## src/rtl/jt51_wrq_if.sv

```systemverilog
// jt51_wrq CPU-side bus: data, strobe, a0, busy and overflow flags.
// The CPU drives the master side, the write queue is the slave.
interface jt51_wrq_if;
  logic [7:0] din;
  logic       write;
  logic       a0;
  logic       busy;
  logic       ovf;
  logic       ovf_clr;

  modport master (
    output din, write, a0, ovf_clr,
    input  busy, ovf
  );

  modport slave (
    input  din, write, a0, ovf_clr,
    output busy, ovf
  );
endinterface

```

## src/rtl/jt51_wrq.sv

```systemverilog
// jt51_wrq: buffered JT51 register write port with paced issue.
// CPU writes are queued and replayed BUSY_CYC cen ticks apart.
module jt51_wrq #(
  parameter int DEPTH     = 4,
  parameter int BUSY_CYC  = 32,
  parameter int BUSY_MODE = 0
) (
  input  logic                   clk,
  input  logic                   rst,
  input  logic                   cen,
  jt51_wrq_if.slave              cpu,
  output logic [$clog2(DEPTH):0] level,
  output logic                   wr_stb,
  output logic [7:0]             wr_addr,
  output logic [7:0]             wr_data,
  input  logic [7:0]             rd_addr,
  output logic [7:0]             rd_data
);

  localparam int PW = $clog2(DEPTH);
  localparam int LW = PW + 1;
  localparam int CW = $clog2(BUSY_CYC);

  typedef struct packed {
    logic [7:0] addr;
    logic [7:0] data;
  } entry_t;

  typedef enum logic {
    IDLE,
    HOLD
  } state_t;

  entry_t        mem [DEPTH];
  logic [7:0]    shadow [256];
  logic [PW-1:0] wr_ptr;
  logic [PW-1:0] rd_ptr;
  logic [7:0]    sel;
  logic          old_write;
  logic          ovf_q;
  state_t        state;
  logic [CW-1:0] hold_cnt;

  logic   access;
  logic   full;
  logic   pop;
  logic   push;
  logic   drop;
  entry_t head;

  assign access = cpu.write & ~old_write;
  assign full   = (level == LW'(DEPTH));
  assign pop    = (state == IDLE) & cen & (level != '0);
  assign push   = access & cpu.a0 & (~full | pop);
  assign drop   = access & cpu.a0 & full & ~pop;
  assign head   = mem[rd_ptr];

  assign cpu.ovf  = ovf_q;
  assign cpu.busy = (BUSY_MODE == 1) ? full
                  : ((level != '0) | (state == HOLD));
  assign rd_data  = shadow[rd_addr];

  // CPU side: edge detect, address latch and sticky overflow
  always_ff @(posedge clk or posedge rst) begin
    if (rst) begin
      old_write <= 1'b0;
      sel       <= '0;
      ovf_q     <= 1'b0;
    end else begin
      old_write <= cpu.write;
      if (access & ~cpu.a0)
        sel <= cpu.din;
      if (drop)
        ovf_q <= 1'b1;
      else if (cpu.ovf_clr)
        ovf_q <= 1'b0;
    end
  end

  // FIFO pointers and true occupancy
  always_ff @(posedge clk or posedge rst) begin
    if (rst) begin
      wr_ptr <= '0;
      rd_ptr <= '0;
      level  <= '0;
    end else begin
      if (push)
        wr_ptr <= wr_ptr + PW'(1);
      if (pop)
        rd_ptr <= rd_ptr + PW'(1);
      unique case (1'b1)
        push & ~pop: level <= level + LW'(1);
        pop & ~push: level <= level - LW'(1);
        default:     level <= level;
      endcase
    end
  end

  // FIFO storage; at full with a pop the slot is read before reuse
  always_ff @(posedge clk) begin
    if (push)
      mem[wr_ptr] <= '{addr: sel, data: cpu.din};
  end

  // Shadow copy updated on the same edge that raises wr_stb
  always_ff @(posedge clk) begin
    if (pop)
      shadow[head.addr] <= head.data;
  end

  // Issue FSM: pop on cen, then hold for BUSY_CYC-1 more cen ticks
  always_ff @(posedge clk or posedge rst) begin
    if (rst) begin
      state    <= IDLE;
      hold_cnt <= '0;
      wr_stb   <= 1'b0;
      wr_addr  <= '0;
      wr_data  <= '0;
    end else begin
      wr_stb <= 1'b0;
      unique case (state)
        IDLE: begin
          if (pop) begin
            wr_addr  <= head.addr;
            wr_data  <= head.data;
            wr_stb   <= 1'b1;
            hold_cnt <= CW'(1);
            state    <= HOLD;
          end
        end
        HOLD: begin
          if (cen) begin
            if (hold_cnt == CW'(BUSY_CYC - 1))
              state <= IDLE;
            else
              hold_cnt <= hold_cnt + CW'(1);
          end
        end
      endcase
    end
  end

endmodule

```

## src/flat_wrapper.sv

```systemverilog
// flat-port wrapper written by rule: the top's interface ports become plain ports
module jt51_wrq_flat 
#(
  parameter int DEPTH     = 4,
  parameter int BUSY_CYC  = 32,
  parameter int BUSY_MODE = 0
)
  (clk, rst, cen, level, wr_stb, wr_addr, wr_data, rd_addr, rd_data, cpu_din, cpu_write, cpu_a0, cpu_ovf_clr, cpu_busy, cpu_ovf);
  jt51_wrq_if cpu_i ();
  input  logic clk;
  input  logic rst;
  input  logic cen;
  output logic [$clog2(DEPTH):0] level;
  output logic wr_stb;
  output logic [7:0] wr_addr;
  output logic [7:0] wr_data;
  input  logic [7:0] rd_addr;
  output logic [7:0] rd_data;
  input wire logic [$bits(cpu_i.din)-1:0] cpu_din;
  input wire logic [$bits(cpu_i.write)-1:0] cpu_write;
  input wire logic [$bits(cpu_i.a0)-1:0] cpu_a0;
  input wire logic [$bits(cpu_i.ovf_clr)-1:0] cpu_ovf_clr;
  output wire logic [$bits(cpu_i.busy)-1:0] cpu_busy;
  output wire logic [$bits(cpu_i.ovf)-1:0] cpu_ovf;
  assign cpu_i.din = cpu_din;
  assign cpu_i.write = cpu_write;
  assign cpu_i.a0 = cpu_a0;
  assign cpu_i.ovf_clr = cpu_ovf_clr;
  assign cpu_busy = cpu_i.busy;
  assign cpu_ovf = cpu_i.ovf;
  jt51_wrq #(.DEPTH(DEPTH), .BUSY_CYC(BUSY_CYC), .BUSY_MODE(BUSY_MODE)) u_core (.clk(clk), .rst(rst), .cen(cen), .cpu(cpu_i), .level(level), .wr_stb(wr_stb), .wr_addr(wr_addr), .wr_data(wr_data), .rd_addr(rd_addr), .rd_data(rd_data));
endmodule
```

## config.mk

```make
export PLATFORM = sky130hd
export DESIGN_NAME = jt51_wrq_flat
export DESIGN_NICKNAME = d
export VERILOG_FILES = /design/src/rtl/jt51_wrq_if.sv /design/src/rtl/jt51_wrq.sv /design/src/flat_wrapper.sv
export SDC_FILE = /design/constraint.sdc
export NUM_CORES = 2
export LEC_CHECK = 0
export BUFFER_PORTS_ARGS = -buffer_cell sky130_fd_sc_hd__buf_2
export CORE_MARGIN = 2
export CORE_UTILIZATION = 50
export DETAILED_ROUTE_END_ITERATION = 10
export PLACE_DENSITY = 0.68
export SLEW_MARGIN = 30
export SYNTH_ARGS = -nofsm -noshare
export SYNTH_HDL_FRONTEND = slang
export SYNTH_SLANG_ARGS = --single-unit
```

## constraint.sdc

```tcl
create_clock -name clk -period 3.1 [get_ports clk]
set_input_delay 0.155 -clock clk [delete_from_list [all_inputs] [get_ports clk]]
set_output_delay 0.155 -clock clk [all_outputs]
set_load 0.01 [all_outputs]
```

==> impl_results.md <==
* Syn nets at 4019
* Max VDD drop at 0.950 mV
* Total vias in the final route at 42800
* Hold_sp: cpu_din[7]
* FFs w/ async S/R, synth at 0.0186
* Post-CTS Setup Repair Bufs at 0
* Seq/Total Area, Yosys at 0.774
* Worst r2r dst: u_core.shadow[12][0]
* Critical path class: in2out
* CTS buffer count at 206
* Distinct cells, synth at 57
* Die area at 0.170 sq mm
* Die Height at 412 microns
* Synth cell count leaders: edfxtp_1 (2112), mux4_2 (456), nor2_1 (295)
* Post-placement cell count at 6556
* Overflow after GRT at 0
* Die width at 412 microns
* Critical Path End: rd_data[5]
* Worst clock skew at 35.1 ps
* TritonCTS sink count at 2152
* Vias per cell at 6.16
* Post-Syn Area per Cell at 20.9 sq um
* Largest net degree at the start of global routing at 197
* RSZ-0062 raised after global routing: yes
* Area growth syn-to-layout at 17.8%
* Post-Layout Cell Count at 6948
* Worst r2r src: u_core.rd_ptr[0]
* Final Hold Vio Count at 0
* N_diodes at 0
* Post-synthesis register bit count at 2152
* Clk buf depth at 3
* Power per cell area at 735 mW/mm^2
* Synth Instances at 3990
* Failing checks: negative setup slack
* Max-slew violation count at 0
* EDFF count, synth at 2112
* Routability Congestion at 0.914
* Vias in the first global route at 43100
* R2R setup slack at 90 ps
* Leading area contributor after synthesis: edfxtp_1
* Leak at 31.6 nW
* Count leader, synth: edfxtp_1
* Min Hold Slack at 114 ps
* Routed WL at 205000 microns
* TritonCTS clock tree: built
* Clock tree root driver cell: clkbuf_16
* Max Cap Violations at 0
* First-pass GRT wire length at 298000 microns
* Clk_lat worst skew at 850 ps
* Fin util at 0.594
* CP arrival at 3200 ps
* Max Clock Freq at 298 MHz
* Initial antenna violation count at 9
* Layout Nets at 4613
* Worst Path Required at 2940 ps
* Outcome: finished, violations left
* TritonRoute pass-1 iters at 6
* Hold Path Class: in2reg
* FP Rows at 149
* Final min period at 3350 ps
* Mapped Area at 0.0832 sq mm
* Worst-path clk slew at 60 ps
* Worst Path Max Fanout at 14
* Reg2reg path depth at 7
* Final Setup Violations at 8
* Fin crit share at 1.08
* H-tree depth at 4
* Share of layout cells above drive strength 1 at 0.322
* Critical Path Source: rd_addr[2]
* Share of the synthesized area in the top cell type at 0.762
* DR DRC count at 0
* Yosys warns at 0
* GRT Total Usage at 0.243
* Slew headroom at 0.323
* DRT iter0 DRCs at 5408
* DRT antenna net count at 0
* Post-DR wirelength/cell at 29.5 microns
* Main area contributors after synthesis: edfxtp_1 (76%), mux4_2 (12%), mux2i_1 (1.6%)
* Worst Tran Pin Value at 1010 ps
* Area of the core at 0.165 sq mm
* Hpwl dp at 131000 microns
* Starting Density at 0.504
* CP Capture Type: output port
* Final WS setup at -254 ps
* Num ports at 52
* CP Launch Type: primary input
* Worst slack, placed at -700 ps
* Fillers at 11700
* Top_reg_cell synth: edfxtp_1
* Port Buf Inserts at 51
==> logic make-up (layout without fill, tap and decap cells) <==
| group | after synthesis | in the layout | share of synthesized area |
|---|---|---|---|
| xor gates and xnor gates | 7 | 7 | 0.000737 |
| AOI/OAI and AO/OA | 434 | 434 | 0.0362 |
| buffers and inverters | 254 | 1023 | 0.0177 |
| DFF | 2152 | 2152 | 0.774 |
| adders and majority gates | 7 | 7 | 0.00114 |
| muxes | 616 | 616 | 0.143 |
| and+or+nand+nor | 520 | 520 | 0.0271 |
==> layout by cell type (no fill, tap or decap), types with 7 or more instances in the layout <==
cell	instances
edfxtp_1	2112
buf_4	464
mux4_2	448
nor2_1	259
clkbuf_16	208
mux2i_1	131
a22oi_1	124
buf_12	98
a21oi_1	85
nand2_1	80
clkbuf_1	54
clkinv_1	51
buf_2	47
dfrtp_1	40
nand3_1	33
o221ai_1	31
nor2_2	31
clkinv_2	31
o22ai_1	30
mux2_2	28
a22oi_2	24
o21ai_0	23
a31oi_1	21
a22o_1	20
nor3_1	17
bufinv_16	17
dlygate4sd3_1	16
a21oi_2	13
a211oi_1	11
a221oi_2	11
and2_1	10
nor3_2	9
nor4_4	9
nor2b_1	9
nand2b_1	8
mux4_4	8
a221oi_1	8
inv_1	7
==> registers in the layout, summed over array words and instances, names as in the netlist <==
name / cells
u_core.shadow: 2048
u_core.wr_data: 8
u_core.wr_addr: 8
u_core.wr_stb: 1
u_core.cpu.ovf: 1
u_core.level: 3
u_core.rd_ptr: 2
u_core.state: 1
u_core.sel: 8
u_core.mem: 64
u_core.old_write: 1
u_core.hold_cnt: 5
u_core.wr_ptr: 2
==> layout make-up <==
class                   instances  area, sq um  area share
clock buffers                 265         5450      0.0556
clock inverters               118         1170      0.0119
inverters                       9         33.8    0.000345
multi-input cells            1584        18300       0.187
flip-flops and latches       2152        64400       0.657
well taps                    2189         2740      0.0279
repair buffers                631         5920      0.0603
==> worst min-delay path by stage <==
stage / endpoint / slack (ps) / depth (start not counted)
floorplan: u_core.old_write / 190 / 0
global placement: u_core.old_write / 290 / 1
detailed placement: u_core.old_write / 300 / 1
CTS: u_core.mem[2][0] / 60 / 2
global route: u_core.mem[3][5] / 110 / 2
finish: u_core.mem[2][7] / 110 / 2
==> timing repair <==
action,in CTS,in global routing
pin swaps,45,23
resized for setup,113,64
cloned,0,0
endpoints found under the setup margin,8,205
hold buffers,16,0
hold endpoints to repair,93,0
==> worst max-delay path: stages <==
cell and delay (ps):
buf_2 420, and2_2 630, buf_4 310, a22oi_1 130
buf_4 150, a21oi_1 390, nor4_4 110, buf_4 200
nor4_4 440, buf_2 230
==> metrics by stage <==
step | cell area, sq um | power [W] | setup TNS, ps
after floorplan | 83200 | 0.0425 | -520850
after global placement | 90400 | 0.0475 | -2960
after detailed placement | 90400 | 0.0479 | -2820
after CTS | 97800 | 0.0723 | -1760
after global routing | 98100 | 0.0742 | -2020
final | 98100 | 0.0720 | -1330
==> per-layer routing <==
layer / vias up / share of wire / global-route usage
met2: 2051 / 0.49 / 0.392
met4: 2 / 0.030 / 0.0766
met5: - / 0.000063 / 0
met1: 22500 / 0.39 / 0.338
met3: 378 / 0.087 / 0.0494
li1: 17800 / - / -
==> report_power, final <==
group	leakage [nW]	switching, W	internal, W
clock	3.21	0.0107	0.0139
sequential	19.5	0.000200	0.0365
combinational	8.94	0.00778	0.00295
total	31.6	0.0187	0.0533
No activity file was read; power rests on OpenSTA's default activity.
